[src/rtl/digit_scan_pkg.sv]
// ============================================================================
// Module   : digit_scan_pkg
// Purpose  : Shared types, constants and segment table for the digit scanner.
// Revision : 1.0  initial release
// ============================================================================
`default_nettype none

package digit_scan_pkg;

  typedef enum logic [0:0] {
    IDLE = 1'b0,
    SCAN = 1'b1
  } state_e;

  localparam logic [1:0] SEL_OFF   = 2'd3;
  localparam logic [6:0] SEG_BLANK = 7'b1111111;
  localparam logic [6:0] SEG_DASH  = 7'b0111111;

  // Active-low {g,f,e,d,c,b,a}, entry i is the glyph for digit i.
  localparam logic [0:9][6:0] DIGIT_SEG = {
    7'b1000000, 7'b1111001, 7'b0100100, 7'b0110000, 7'b0011001,
    7'b0010010, 7'b0000010, 7'b1111000, 7'b0000000, 7'b0010000
  };

  function automatic logic [6:0] bcd_pattern(input logic [3:0] nib);
    if (nib > 4'd9) begin
      return SEG_DASH;
    end
    return DIGIT_SEG[nib];
  endfunction

endpackage

`default_nettype wire

[src/rtl/bcd_to_seg.sv]
// ============================================================================
// Module   : bcd_to_seg
// Purpose  : Nibble to active-low seven-segment pattern; non-BCD shows a dash.
// Revision : 1.0  initial release
// ============================================================================
`default_nettype none

module bcd_to_seg
  import digit_scan_pkg::*;
(
  input  logic [3:0] nib_i,
  output logic [6:0] seg_o
);

  assign seg_o = bcd_pattern(nib_i);

endmodule

`default_nettype wire

[src/rtl/digit_scan_ctrl.sv]
// ============================================================================
// Module   : digit_scan_ctrl
// Purpose  : 3-digit multiplexed display scanner with frame-aligned loading.
//            Optional LEADING_ZERO_BLANK_EN blanks leading zero digits.
// Revision : 1.0  initial release
// ============================================================================
`default_nettype none

module digit_scan_ctrl
  import digit_scan_pkg::*;
#(
  parameter int CLK_DIV   = 50000,
  parameter int GUARD     = 4,
  parameter int DEC_WIDTH = 2
) (
  input  logic                 clk,
  input  logic                 rst,
  input  logic [11:0]          bcd_in,
  input  logic                 bcd_valid,
  output logic                 bcd_ready,
  output logic [DEC_WIDTH-1:0] digit_sel,
  output logic [6:0]           seg_out
);

  localparam int              CNT_W     = $clog2(CLK_DIV);
  localparam logic [CNT_W-1:0] CNT_MAX   = CNT_W'(CLK_DIV - 1);
  localparam logic [CNT_W-1:0] GUARD_CNT = CNT_W'(GUARD);

  state_e                 state_q, state_d;
  logic [1:0]             slot_q, slot_d;
  logic [CNT_W-1:0]       cnt_q, cnt_d;
  logic [11:0]            disp_q, disp_d;
  logic [DEC_WIDTH-1:0]   sel_q, sel_d;
  logic [6:0]             seg_q, seg_d;

  logic                   frame_end;
  logic                   xfer;
  logic [3:0]             nib;
  logic [6:0]             nib_seg;
  logic                   lz_blank;

  assign frame_end = (state_q == SCAN) && (slot_q == 2'd2) && (cnt_q == CNT_MAX);
  assign bcd_ready = (state_q == IDLE) || frame_end;
  assign xfer      = bcd_valid && bcd_ready;

  always_comb begin
    state_d = state_q;
    slot_d  = slot_q;
    cnt_d   = cnt_q;
    disp_d  = disp_q;
    case (state_q)
      IDLE: begin
        if (xfer) begin
          state_d = SCAN;
          slot_d  = 2'd0;
          cnt_d   = '0;
          disp_d  = bcd_in;
        end
      end
      SCAN: begin
        if (cnt_q == CNT_MAX) begin
          cnt_d  = '0;
          slot_d = (slot_q == 2'd2) ? 2'd0 : slot_q + 2'd1;
          if (xfer) begin
            disp_d = bcd_in;
          end
        end else begin
          cnt_d = cnt_q + 1'b1;
        end
      end
      default: state_d = IDLE;
    endcase
  end

  // Outputs are decoded from the next position so they register on the
  // same edge as the counters and line up with the cycle they describe.
  always_comb begin
    case (slot_d)
      2'd0:    nib = disp_d[3:0];
      2'd1:    nib = disp_d[7:4];
      default: nib = disp_d[11:8];
    endcase
  end

  bcd_to_seg u_bcd_to_seg (
    .nib_i (nib),
    .seg_o (nib_seg)
  );

`ifdef LEADING_ZERO_BLANK_EN
  always_comb begin
    lz_blank = 1'b0;
    if ((slot_d == 2'd2) && (disp_d[11:8] == 4'd0)) begin
      lz_blank = 1'b1;
    end else if ((slot_d == 2'd1) && (disp_d[11:4] == 8'd0)) begin
      lz_blank = 1'b1;
    end
  end
`else
  assign lz_blank = 1'b0;
`endif

  always_comb begin
    sel_d = DEC_WIDTH'(SEL_OFF);
    seg_d = SEG_BLANK;
    if ((state_d == SCAN) && (cnt_d >= GUARD_CNT)) begin
      sel_d = DEC_WIDTH'(slot_d);
      seg_d = lz_blank ? SEG_BLANK : nib_seg;
    end
  end

  always_ff @(posedge clk) begin
    if (rst) begin
      state_q <= IDLE;
      slot_q  <= 2'd0;
      cnt_q   <= '0;
      disp_q  <= '0;
      sel_q   <= DEC_WIDTH'(SEL_OFF);
      seg_q   <= SEG_BLANK;
    end else begin
      state_q <= state_d;
      slot_q  <= slot_d;
      cnt_q   <= cnt_d;
      disp_q  <= disp_d;
      sel_q   <= sel_d;
      seg_q   <= seg_d;
    end
  end

  assign digit_sel = sel_q;
  assign seg_out   = seg_q;

endmodule

`default_nettype wire

[config.mk]
export PLATFORM = sky130hd
export DESIGN_NAME = digit_scan_ctrl
export DESIGN_NICKNAME = d
export VERILOG_FILES = /design/src/rtl/digit_scan_pkg.sv /design/src/rtl/bcd_to_seg.sv /design/src/rtl/digit_scan_ctrl.sv
export SDC_FILE = /design/constraint.sdc
export NUM_CORES = 1
export LEC_CHECK = 0
export ABC_AREA = 1
export BUFFER_PORTS_ARGS = -buffer_cell sky130_fd_sc_hd__buf_2
export CORE_ASPECT_RATIO = 0.7
export CORE_UTILIZATION = 60
export CTS_BUF_LIST = sky130_fd_sc_hd__clkbuf_16
export DETAILED_ROUTE_END_ITERATION = 10
export GPL_ROUTABILITY_DRIVEN = 1
export PLACE_DENSITY_LB_ADDON = 0.05
export SYNTH_ARGS = -nofsm -noshare
export SYNTH_HDL_FRONTEND = slang
export SYNTH_SLANG_ARGS = --single-unit
[constraint.sdc]
create_clock -name clk -period 5.8 [get_ports clk]
set_input_delay 0.58 -clock clk [delete_from_list [all_inputs] [get_ports clk]]
set_output_delay 0.58 -clock clk [all_outputs]
set_load 0.05 [all_outputs]
==> impl_metrics.tcl <==
set metrics [dict create \
    grtUsageTotal_pct 28.2 \
    cts_setup_buffers 0 \
    boundaryPins 25 \
    critPathTopFamily "simple AND/OR/NAND/NOR gates" \
    fin_hold_ws_ns 0.495 \
    ys.flop_type "dfxtp_1" \
    outcome "finished, final reports clean" \
    finalHoldViolCount 0 \
    grt_pass1_wl_mm 8.96 \
    clock-sinks 40 \
    core_area_mm2 0.00365 \
    grt_max_degree 32 \
    drc 0 \
    cpMaxStageDelayCell "nor2_1" \
    seq_area_frac_synth_pct 33.6 \
    cts_hold_buffers 0 \
    cts_root_buffer "clkbuf_16" \
    antenna_found_initial 0 \
    p_per_area_mw_per_mm2 268 \
    vias_per_cell 5.08 \
    cap_violations 0 \
    yosys.area.top_type "dfxtp_1" \
    dp_hpwl_mm 4.03 \
    routed_wl_mm 5.47 \
    ys_ff_latch 40 \
    synth-edff-count 0 \
    worstPathCellList "nor2_1 -> inv_2 -> nand2_4 -> nand2_1 -> o21ai_2 -> nor2_1 -> nand2_1 -> nand3_1 -> inv_1 -> ha_1 -> inv_1 -> nand2_1 -> nand2_1 -> a21oi_4 -> nand2_1" \
    drive_gt1_share_pct 15.0 \
    dpl_worst_slack_ns 2.66 \
    overflow 0 \
    worst_slew_pin_slew_ns 0.971 \
    critPathLaunchType "flop" \
    post-route-period-util_pct 51.9 \
    crit_fanout 16 \
    dpl.cell_count 435 \
    crit_arrival_ns 3.18 \
    synth_warnings 0 \
    syn_to_final_growth_pct 12.1 \
    num-nets-final 412 \
    power.leakage_nw 1.27 \
    antenna_left 0 \
    synth_nets 390 \
    relSlewSlack_pct 35.0 \
    die_h_um 54.7 \
    fmax_ghz 0.332 \
    clk_pin_slew_ns 0.06 \
    path_common_cell "nand2_1" \
    multi_input_comb_area_mm2 0.00128 \
    syn_avg_cell_area_um2 6.43 \
    netlist_area_mm2 0.00238 \
    via_count 2252 \
    initial_core_util_pct 65.2 \
    skew_ns 0.00285 \
    finalPower_uw 714 \
    gp_congestion 0.948 \
    cp-end-kind "flop" \
    std_cell_rows 18 \
    routedWlPerCell_um 12.3 \
    slowest_delay_ns 0.85 \
    seq_area_um2 801 \
    portBuffers 24 \
    finalNonFillerCells 443 \
    slew_violations 0 \
    tritoncts "yes" \
    reg2reg_depth 15 \
    min_period_ns 3.01 \
    cp.required_ns 5.97 \
    netlist_instances 370 \
    h-tree-depth 2 \
    crit_type "reg -> reg" \
    async_reset_ff_share_pct 0 \
    synth_top_cells_by_count "nand2_1 (112), nor2_1 (59), inv_1 (58), dfxtp_1 (40), nand3_1 (26)" \
    cts_buffers 5 \
    drtPass1Iterations 5 \
    clk_latency_ns 0.28 \
    yosysUniqueCellTypes 32 \
    setup_tns_ns 0 \
    grt_pass1_vias 1859 \
    die_width_um 77.3 \
    ir_drop_uv 212 \
    critical_path_depth 15 \
    min_path_type "reg -> reg" \
    worst_slack_ns 2.79 \
    finalSetupViolations 0 \
    die-area_mm2 0.00423 \
    clk_path_buf_depth 2 \
    rsz0062_at_grt "no" \
    path_buf_inv 3 \
    post_cts_resized 0 \
    post-synth-top-count-cell "nand2_1" \
    hold_path_depth 2 \
    synth.area.top_cells "dfxtp_1 (34%), nand2_1 (18%), nor2_1 (9.3%)" \
    num-fill-cells 325 \
    yosysTopAreaCellShare_pct 33.6 \
    diodes 0 \
    drtIter0Drc 168 \
]
## power breakdown
| part | total (mW) | leakage (nW) | internal [mW] | switching (mW) |
|---|---|---|---|---|
| Clock | 0.307 | 0.0850 | 0.200 | 0.106 |
| Combinational | 0.111 | 0.860 | 0.0316 | 0.0797 |
| Sequential | 0.296 | 0.327 | 0.288 | 0.00748 |
| Total | 0.714 | 1.27 | 0.520 | 0.193 |
## worst reg2reg max path, stage by stage, from the launching register on
cell     delay (ns)
dfxtp_1        0.54
nor2_1         0.86
inv_2          0.12
nand2_4        0.14
nand2_1        0.07
o21ai_2        0.13
nor2_1         0.11
nand2_1        0.07
nand3_1        0.13
inv_1          0.12
ha_1           0.17
inv_1          0.06
nand2_1        0.06
nand2_1        0.08
a21oi_4        0.19
nand2_1        0.07
## layout make-up
class,count,area share (%)
clock buffer,5,4.69
clock inverter,3,1.45
inverter,63,8.86
multi-input combinational,258,48.1
sequential,40,30.0
tap,50,2.35
timing repair buffer,24,4.50
## state kept, by name, indices dropped and copies added (netlist names)
name / count
cnt_q: 16
disp_q: 12
seg_out: 7
digit_sel: 2
slot_q: 2
state_q: 1
## per-stage QoR
step / utilization, % / area, µm²
2_1_floorplan: - / 2380
3_3_place_gp: 68.6 / 2500
3_5_place_dp: 68.6 / 2500
4_1_cts: 73.1 / 2670
5_1_grt: 73.1 / 2670
6_report: 73.1 / 2670
## kinds of logic after synthesis
kind of cell / after synthesis / synth area share, %
AO/OA/AOI/OAI: 27 / 8.31
buffers and inverters: 72 / 12.4
adder cells (fa/ha/maj): 5 / 2.63
flip-flops: 40 / 33.6
XOR/XNOR: 2 / 0.736
AND/OR/NAND/NOR: 224 / 42.3
## path summary, 6_finish.rpt
kind,start,endpoint,slack [ns]
min reg2reg,cnt_q[15]$_SDFF_PP0_,cnt_q[15]$_SDFF_PP0_,0.50
min,cnt_q[15]$_SDFF_PP0_,cnt_q[15]$_SDFF_PP0_,0.50
max reg2reg,state_q$_SDFF_PP0_,seg_out[5]$_SDFF_PP1_,2.79
max,state_q$_SDFF_PP0_,seg_out[5]$_SDFF_PP1_,2.79
## routing by layer
metal  track usage (%)  vias to the layer above  share of wire, %
met4              8.49                        0               1.2
met1              39.9                      987                51
li1                  -                     1176                 -
met3              10.0                        7               8.9
met5                 0                        -                 0
met2              39.5                       82                39
## cell usage in the layout (no fill, tap or decap)
| cell type | synthesis | layout |
|---|---|---|
| nand4_1 | 8 | 8 |
| bufinv_16 | 0 | 1 |
| a21oi_4 | 2 | 2 |
| nor2_2 | 1 | 1 |
| nand2_1 | 112 | 112 |
| a21oi_2 | 1 | 1 |
| ha_1 | 5 | 5 |
| o21bai_1 | 2 | 2 |
| o21ai_1 | 2 | 2 |
| inv_1 | 58 | 59 |
| xnor2_1 | 1 | 1 |
| inv_2 | 5 | 5 |
| dfxtp_1 | 40 | 40 |
| clkinv_2 | 0 | 1 |
| nor3_1 | 3 | 3 |
| o21ai_2 | 5 | 5 |
| nand2_4 | 2 | 2 |
| and2_1 | 1 | 1 |
| a21oi_1 | 8 | 8 |
| clkbuf_16 | 0 | 5 |
| nor2_1 | 59 | 59 |
| a211oi_1 | 1 | 1 |
| o21ai_0 | 2 | 2 |
| o211ai_1 | 1 | 1 |
| nand3_4 | 1 | 1 |
| buf_2 | 2 | 24 |
| nor2_4 | 3 | 3 |
| nand3_1 | 26 | 26 |
| xor2_1 | 1 | 1 |
| nand3_2 | 5 | 5 |
| nand2_8 | 1 | 1 |
| o21a_1 | 3 | 3 |
| nand2_2 | 2 | 2 |
Power figures use the tool's default switching activity.
